==> config.mk <==
export PLATFORM = sky130hd
export DESIGN_NAME = key_press_classify
export DESIGN_NICKNAME = d
export VERILOG_FILES = /design/src/rtl/key_press_classify.sv
export SDC_FILE = /design/constraint.sdc
export NUM_CORES = 1
export LEC_CHECK = 0
export CORE_ASPECT_RATIO = 0.8
export CORE_MARGIN = 1
export CORE_UTILIZATION = 40
export CTS_CLUSTER_DIAMETER = 30
export CTS_CLUSTER_SIZE = 8
export DETAILED_ROUTE_END_ITERATION = 8
export PLACE_DENSITY = 0.61
export SYNTH_ARGS = -nofsm -noshare
export SYNTH_HDL_FRONTEND = slang
export SYNTH_SLANG_ARGS = --single-unit
==> constraint.sdc <==
create_clock -name clk -period 4.7 [get_ports clk]
set_input_delay 1.41 -clock clk [delete_from_list [all_inputs] [get_ports clk]]
set_output_delay 1.41 -clock clk [all_outputs]
set_load 0.03 [all_outputs]
==> src/rtl/key_press_classify.sv <==
// key_press_classify: classifies press sequences into short, long and double clicks.
// Define KEY_REPEAT_EN to build the auto-repeat counter that drives repeat_pulse during a long hold.
module key_press_classify #(
  parameter int LONG_CNT = 50_000_000,
  parameter int DBL_GAP = 12_500_000,
  parameter int REPEAT_CNT = 10_000_000,
  parameter int CNT_W = 26
) (
  input  logic clk,
  input  logic rst_n,
  input  logic neg_edge,
  input  logic pos_edge,
  output logic short_pulse,
  output logic long_pulse,
  output logic double_pulse,
  output logic repeat_pulse,
  output logic busy
);
  typedef enum logic [2:0] {IDLE, PRESS1, WAIT2, PRESS2, LONG_HOLD} state_t;
  localparam logic [CNT_W-1:0] LONG_LAST = CNT_W'(LONG_CNT - 1);
  localparam logic [CNT_W-1:0] GAP_LAST = CNT_W'(DBL_GAP - 1);
  state_t state, state_nxt;
  logic [CNT_W-1:0] cnt, cnt_nxt;
  logic prs, rel;
  logic short_nxt, long_nxt, double_nxt, repeat_nxt;
  // Coincident press and release pulses cancel each other.
  assign prs = neg_edge & ~pos_edge;
  assign rel = pos_edge & ~neg_edge;
  always_comb begin
    state_nxt = state;
    short_nxt = 1'b0;
    long_nxt = 1'b0;
    double_nxt = 1'b0;
    case (state)
      IDLE: state_nxt = prs ? PRESS1 : IDLE;
      PRESS1: begin
        if (rel) state_nxt = WAIT2;
        else if (cnt == LONG_LAST) begin
          state_nxt = LONG_HOLD;
          long_nxt = 1'b1;
        end
      end
      WAIT2: begin
        if (prs) state_nxt = PRESS2;
        else if (cnt == GAP_LAST) begin
          state_nxt = IDLE;
          short_nxt = 1'b1;
        end
      end
      PRESS2: begin
        state_nxt = rel ? IDLE : PRESS2;
        double_nxt = rel;
      end
      LONG_HOLD: state_nxt = rel ? IDLE : LONG_HOLD;
      default: state_nxt = IDLE;
    endcase
    cnt_nxt = (state_nxt != state) ? '0 : (state == PRESS1 || state == WAIT2) ? cnt + CNT_W'(1) : cnt;
  end
  always_ff @(posedge clk or negedge rst_n) begin
    if (!rst_n) begin
      state <= IDLE;
      cnt <= '0;
      short_pulse <= 1'b0;
      long_pulse <= 1'b0;
      double_pulse <= 1'b0;
      repeat_pulse <= 1'b0;
      busy <= 1'b0;
    end else begin
      state <= state_nxt;
      cnt <= cnt_nxt;
      short_pulse <= short_nxt;
      long_pulse <= long_nxt;
      double_pulse <= double_nxt;
      repeat_pulse <= repeat_nxt;
      busy <= state_nxt != IDLE;
    end
  end
`ifdef KEY_REPEAT_EN
  localparam logic [CNT_W-1:0] REP_LAST = CNT_W'(REPEAT_CNT - 1);
  logic [CNT_W-1:0] rcnt;
  // A release on the terminal count abandons the hold, so it suppresses that repeat.
  assign repeat_nxt = state == LONG_HOLD && !rel && rcnt == REP_LAST;
  always_ff @(posedge clk or negedge rst_n) begin
    if (!rst_n) rcnt <= '0;
    else rcnt <= (state != LONG_HOLD || state_nxt != LONG_HOLD || rcnt == REP_LAST) ? '0 : rcnt + CNT_W'(1);
  end
`else
  assign repeat_nxt = 1'b0;
`endif
endmodule

==> results.yml <==
route:
  drt_wl_total_um: 3730
  highest_layer: "met4"
  wl_per_cell_um: 14.1
  firstDrtPassIters: 4
  detail-route-antenna-nets: 0
  drc: 0
  wl_met1_um: 1930
  drt_iter0_drc: 111
  wl_met2_um: 1580
  routed-via-count: 1420
  met3WireLength_um: 166
  via_per_inst: 5.38
grt:
  grt_pass1_wl_um: 6510
  antenna_found_initial: 0
  grt_overflow: 0
  globalRouteTotalUtil_pct: 17.0
  grt_pass1_vias: 1350
  grt_max_degree: 34
yosys:
  synth.area.mux_share_pct: 0.531
  ys_seq_elements: 33
  synthCells: 199
  synth.most_common_cell: "dfrtp_1"
  synth_top_area_share_pct: 43.8
  async_reset_ff_share_pct: 100
  netlist_area_um2: 1890
  ys.flop_type: "dfrtp_1"
  synthXorXnorAreaFrac_pct: 12.1
  syn_avg_cell_area_um2: 9.48
  ys_warn_count: 0
  synth_simple_gate_area_share_pct: 33.4
  synth_edf_count: 0
  synth_area_leaders: "dfrtp_1, xnor2_1, nor2_2"
  synth_top_area_cell: "dfrtp_1"
  synth.top_cells.by_count: "dfrtp_1, xnor2_1, nor2_2, nor2_1, nand3_1"
  synth-seq-area-share_pct: 43.8
  synth.distinct_cells: 39
  synthAdderAreaFrac_pct: 0.663
  syn_nets: 204
  synth_top_family_by_area: "simple AND/OR/NAND/NOR gates"
  synth-compound-area-share_pct: 5.24
setup_path:
  cp-start-kind: "primary input"
  arrival_ns: 3.36
  crit_family: "compound AO/OA/AOI/OAI gates"
  cp_slowest_cell: "o22ai_4"
  crit_chain: "clkdlybuf4s50_1 > nor2b_1 > nor3_1 > a311oi_1 > o22ai_4 > nor2_1"
  max_stage_delay_ns: 0.76
  required_ns: 4.83
  cp.buffers_inverters: 1
  crit_path_end_kind: "register"
  crit_type: "in2reg"
  cp_max_fo: 26
floorplanning:
  start_util_pct: 43.3
  core_um2: 4360
  die-area_um2: 5000
  die_h_um: 63.4
  num_rows: 21
  dieWidth_um: 78.8
  io_pins: 9
power_and_ir_drop:
  p_per_area_nw_per_um2: 321
  peakVddDrop_uv: 186
  switchingPower_uw: 211
  swShare_pct: 32.0
  seqPwrFrac_pct: 48.9
  p_clk_share_pct: 30.9
  total_leakage_power_nw: 0.761
  internal-power_uw: 450
  combPwrFrac_pct: 20.3
sta:
  post-route-period-util_pct: 68.6
  setup_viol: 0
  hold_viol: 0
  drv_slew: 0
  tightest_slew_ns: 0.951
  rsz0062_at_grt: "false"
  fmax_mhz: 310
  tns_ns: 0
  relSlewSlack_pct: 36.6
  min_period_ns: 3.22
  skew_ns: 0.00289
  holdWs_ns: 0.579
flow_run:
  maxCapViolations: 0
hold_path:
  hold_class: "reg2reg"
cts:
  clock_latency_ns: 0.28
  cts_buffers: 5
  post_cts_buffers: 0
  ctsRootBufferMaster: "clkbuf_8"
  post_cts_resized: 0
  hold_buffers: 0
  clockBufferDepth: 2
  cts_sinks: 33
  path_clk_slew_ns: 0.06
  tritoncts: "done"
  cts_max_level: 2
place:
  place_inst: 256
  gp_congestion: 0.794
  hpwl_um: 2700
  port_buffers: 7
finish:
  final_cells: 264
  n_antenna_cell: 0
  area_growth_pct: 9.28
  fill_cells: 421
  drive_gt1_share_pct: 15.5
  num-nets-final: 211
run_status:
  status: "completed"
==> layout make-up <==
cell class,instances,area (um2),area share (%)
multi-input combinational,152,982,47.6
clock buffer,6,72.6,3.52
clock inverter,2,10.0,0.485
inverter,6,22.5,1.09
tap,57,71.3,3.46
timing repair buffer,8,77.6,3.76
sequential,33,826,40.0
==> through the flow <==
stage               worst slack (ns)  instance area, um2  util (%)  power (mW)
finish                          1.48                2060      47.3       0.661
global route                    1.27                2060      47.3       0.700
CTS                             1.47                2060      47.3       0.669
detailed placement              1.15                1980      45.4       0.463
floorplan                       2.15                1890         -       0.448
global placement                1.24                1980      45.4       0.459
==> layout by cell type (no fill, tap or decap), types with 2 or more instances in the layout <==
cell type	count
nand4_1	7
xnor2_1	22
nor3_1	9
dfrtp_1	33
clkinv_2	2
and4_1	2
nor2_2	20
nor2b_1	4
or3_1	2
clkdlybuf4s50_1	7
a211oi_1	2
a21oi_1	2
inv_1	6
and2_1	2
nand2b_1	3
nand2_1	11
clkbuf_8	5
xor2_1	4
nor4_1	9
nand3_1	13
and3_1	5
nor2_1	16
o21ai_0	3
==> power groups by stage <==
stage	Combinational [mW]	Sequential (mW)	Clock, mW
finish	0.134	0.323	0.204
global route	0.149	0.327	0.224
CTS	0.136	0.322	0.211
detailed placement	0.135	0.328	0
global placement	0.133	0.326	0
floorplan	0.126	0.322	0
==> worst min-delay path, stage by stage (launching register included) <==
cell	delay, ns
dfrtp_1	0.38
mux2i_1	0.09
nor2_2	0.07
==> sequential cells by signal (all words and copies together) (netlist names) <==
| register | flops |
|---|---|
| cnt | 26 |
| state | 3 |
| busy | 1 |
| double_pulse | 1 |
| long_pulse | 1 |
| short_pulse | 1 |
==> final timing paths <==
kind / endpoint / slack (ns) / from / depth (start not counted)
min: cnt[1]$_DFFE_PN0P_ / 0.58 / cnt[1]$_DFFE_PN0P_ / 2
max: cnt[22]$_DFFE_PN0P_ / 1.48 / neg_edge / 6
max in group asynchronous: cnt[3]$_DFFE_PN0P_ / 2.89 / rst_n / 2
min in group asynchronous: cnt[11]$_DFFE_PN0P_ / 1.52 / rst_n / 2
min reg2reg: cnt[1]$_DFFE_PN0P_ / 0.58 / cnt[1]$_DFFE_PN0P_ / 2
max reg2reg: cnt[22]$_DFFE_PN0P_ / 2.15 / cnt[14]$_DFFE_PN0P_ / 5
==> metal layers <==
layer	vias up	GRT usage [%]
met5	-	0
li1	701	-
met4	0	6.94
met2	40	23.7
met3	7	4.20
met1	672	24.7
==> cell families (layout without fill, tap and decap cells) <==
logic type / Yosys count / in the layout
AOI/OAI and AO/OA: 13 / 13
xor gates and xnor gates: 26 / 26
adders and majority gates: 1 / 1
buffers and inverters: 14 / 22
DFF: 33 / 33
muxes: 1 / 1
other: 1 / 1
and+or+nand+nor: 110 / 110
Note: power is estimated with default switching activity, not from simulation.
==> edit, RTL diff (same flow settings) <==
Set the parameter `CNT_W` to 18 (it was 26).
--- a/src/rtl/key_press_classify.sv
+++ b/src/rtl/key_press_classify.sv
@@ -5,5 +5,5 @@
   parameter int DBL_GAP = 12_500_000,
   parameter int REPEAT_CNT = 10_000_000,
-  parameter int CNT_W = 26
+  parameter int CNT_W = 18
 ) (
   input  logic clk,
Check against the original RTL: same outputs for any inputs over 10 cycles, from zero or initial values and one cycle with rst_n low; that may be too few to reach the edited logic, so the function may still have changed.
==> edit against the unedited design <==
- register-to-register slack improved by 0.27 ns
- routed wire length shrank 33%
- design area is 29% lower
- global-route usage shrank 0.25 points
- sequential cell count fell by 8
- hold slack worse by 0.047 ns
- synthesized area fell by 29%
- sequential share of layout area is 2.6 points higher
- worst setup slack improved by 0.11 ns
- total power fell by 13%
- sequential power fell by 14%
- final cell count is 30% lower
- critical path type unchanged
- largest cell class unchanged
- highest routed layer unchanged
==> edit: results (changes against the unedited design) <==
Layout
  • Final net count: 151 (-28%)
  • Fraction of layout cells with a size suffix above 1: 0.04828 (-0.1063)
  • Largest regs: cnt x18, state x3
  • Antenna Cells: 0 (unchanged)

Place
  • DP Worst Slack: 1.318 ns (+0.1633 ns)
  • Placed Cells incl. Taps: 181 (-29%)
  • Gpl congestion: 0.8254 (+3.9%)
  • Placed instance area: 0.001421 mm^2 (-28%)
  • HPWL after DPL: 1761 um (-35%)

Route
  • Routed WL: 2482 um (-33%)
  • First-pass DRT Iterations: 4 (unchanged)
  • Initial DRC Count: 64 (-42%)
  • DR vias: 1006 (-29%)
  • Wire length per cell: 13.42 um (-5.0%)

Clock network
  • # H-tree levels: 1 (-1)
  • Total CTS buffers: 3 (-2)
  • Clk Tree Root Cell: clkbuf_8
  • Clk slew on worst S/H paths: 0.08 ns (+0.02 ns)
  • Clk Latency, worst-skew pair: 0.26 ns (-0.02 ns)
  • Max Root-Sink Buffers: 2 (unchanged)
  • Resized Gates After CTS: 0 (unchanged)

Synthesis
  • Syn Inst Count: 140 (-30%)
  • Synth cell count leaders: 25 x dfrtp_1, 22 x nor2_1, 13 x xor2_1, 11 x nand2_1, 8 x nand3_1
  • Syn Nets: 145 (-29%)
  • XOR/XNOR Fraction of Synth Area: 0.1174 (-0.003262)
  • Synth warn: 0 (unchanged)
  • Synth Area in Compound Gates: 0.07363 (+0.02124)
  • Main area contributors after synthesis: dfrtp_1 47%, xor2_1 8.5%, nor2_1 6.2%, nand2b_1 3.3%, xnor2_1 3.3%
  • Dominant synthesized flop cell: dfrtp_1
  • Mux cell area share after synthesis: 0 (-0.005305)
  • Yosys cell types: 36 (-7.7%)
  • Register area share after synthesis: 0.4660 (+0.02832)
  • Adder-Cell Fraction of Synth Area: 0.009320 (+0.002688)
  • Post-synth ARST share: 1.000 (unchanged)

Global route
  • First-pass GRT wire length: 4409 um (-32%)
  • Largest net degree at the start of global routing: 26 (-24%)
  • Overall Global Routing Usage: 0.1671 (-0.002514)
  • Vias in the first global route: 951 (-30%)

Pwr
  • Peak VDD IR: 0.2023 mV (+9.1%)
  • Leak: 0.6009 nW (-21%)

STA
  • Pins over their slew limit: 0 (unchanged)
  • Hold_ws: 0.5314 ns (-0.04743 ns)
  • Slew Limit Headroom: 0.2721 (-0.09382)
  • Final Critical Period: 3.109 ns (-0.1144 ns)
  • Clock skew: 0.003383 ns (+0.0004940 ns)

Critical path
  • Flop2flop setup slack: 2.42 ns (+0.27 ns)
  • Slowest stage delay, CP: 0.49 ns (-0.27 ns)
  • Crit path arrival time: 3.30 ns (-0.06 ns)
  • CP Max Fanout: 18 (-31%)
  • Delay-heaviest family, CP: compound AO/OA/AOI/OAI gates
  • Max stage delay cell, worst path: clkdlybuf4s50_1

Run status
  • Outcome: completed

Job
  • Max-cap viol count: 0 (unchanged)

Hold path
  • Worst min path class: reg2reg
## edit: cell type report
cell class                      count  area, um^2
Tap cell                           40       50.05
Timing Repair Buffer                7       70.07
Fill cell                         283        1664
Clock buffer                        4       45.04
Multi-Input combinational cell    109       675.6
Sequential cell                    25       625.6
## edit: worst reg2reg max path, delay by kind of cell (launching register included)
| family | cells | cell delay (ns) |
|---|---|---|
| and+or+nand+nor | 4 | 0.90 |
| AOI/OAI and AO/OA | 1 | 0.62 |
| DFF | 1 | 0.42 |
| adders and majority gates | 1 | 0.20 |
## edit: routing by layer
layer,GRT usage,routed length [um],vias to the layer above
met5,0,0,-
met4,0.02128,16,0
met3,0.04449,106,2
met2,0.2643,1091,22
met1,0.2358,1267,484
li1,-,-,498
## edit: final timing paths
kind                            cells past startpoint          to     start
worst min register to register                      1  long_pulse   cnt[11]
min in group asynchronous                           1        busy     rst_n
max in group asynchronous                           1     cnt[10]     rst_n
worst min-delay path                                1  long_pulse   cnt[11]
worst max register to register                      6     cnt[13]    cnt[0]
worst max-delay path                                6      cnt[1]  pos_edge
## edit: cell families (layout without fill, tap and decap cells)
group / count (synthesis) / count (layout)
flip-flops: 25 / 25
XOR/XNOR: 18 / 18
AO/OA/AOI/OAI: 14 / 14
AND/OR/NAND/NOR: 75 / 75
buffers and inverters: 6 / 11
other: 1 / 1
adder cells (fa/ha/maj): 1 / 1
## edit: where the power goes
group          internal [mW]  switching, mW  leakage [nW]
Sequential             0.240         0.0388         0.338
Combinational         0.0669          0.103         0.240
Clock                 0.0605         0.0624        0.0228
Total                  0.368          0.204         0.601
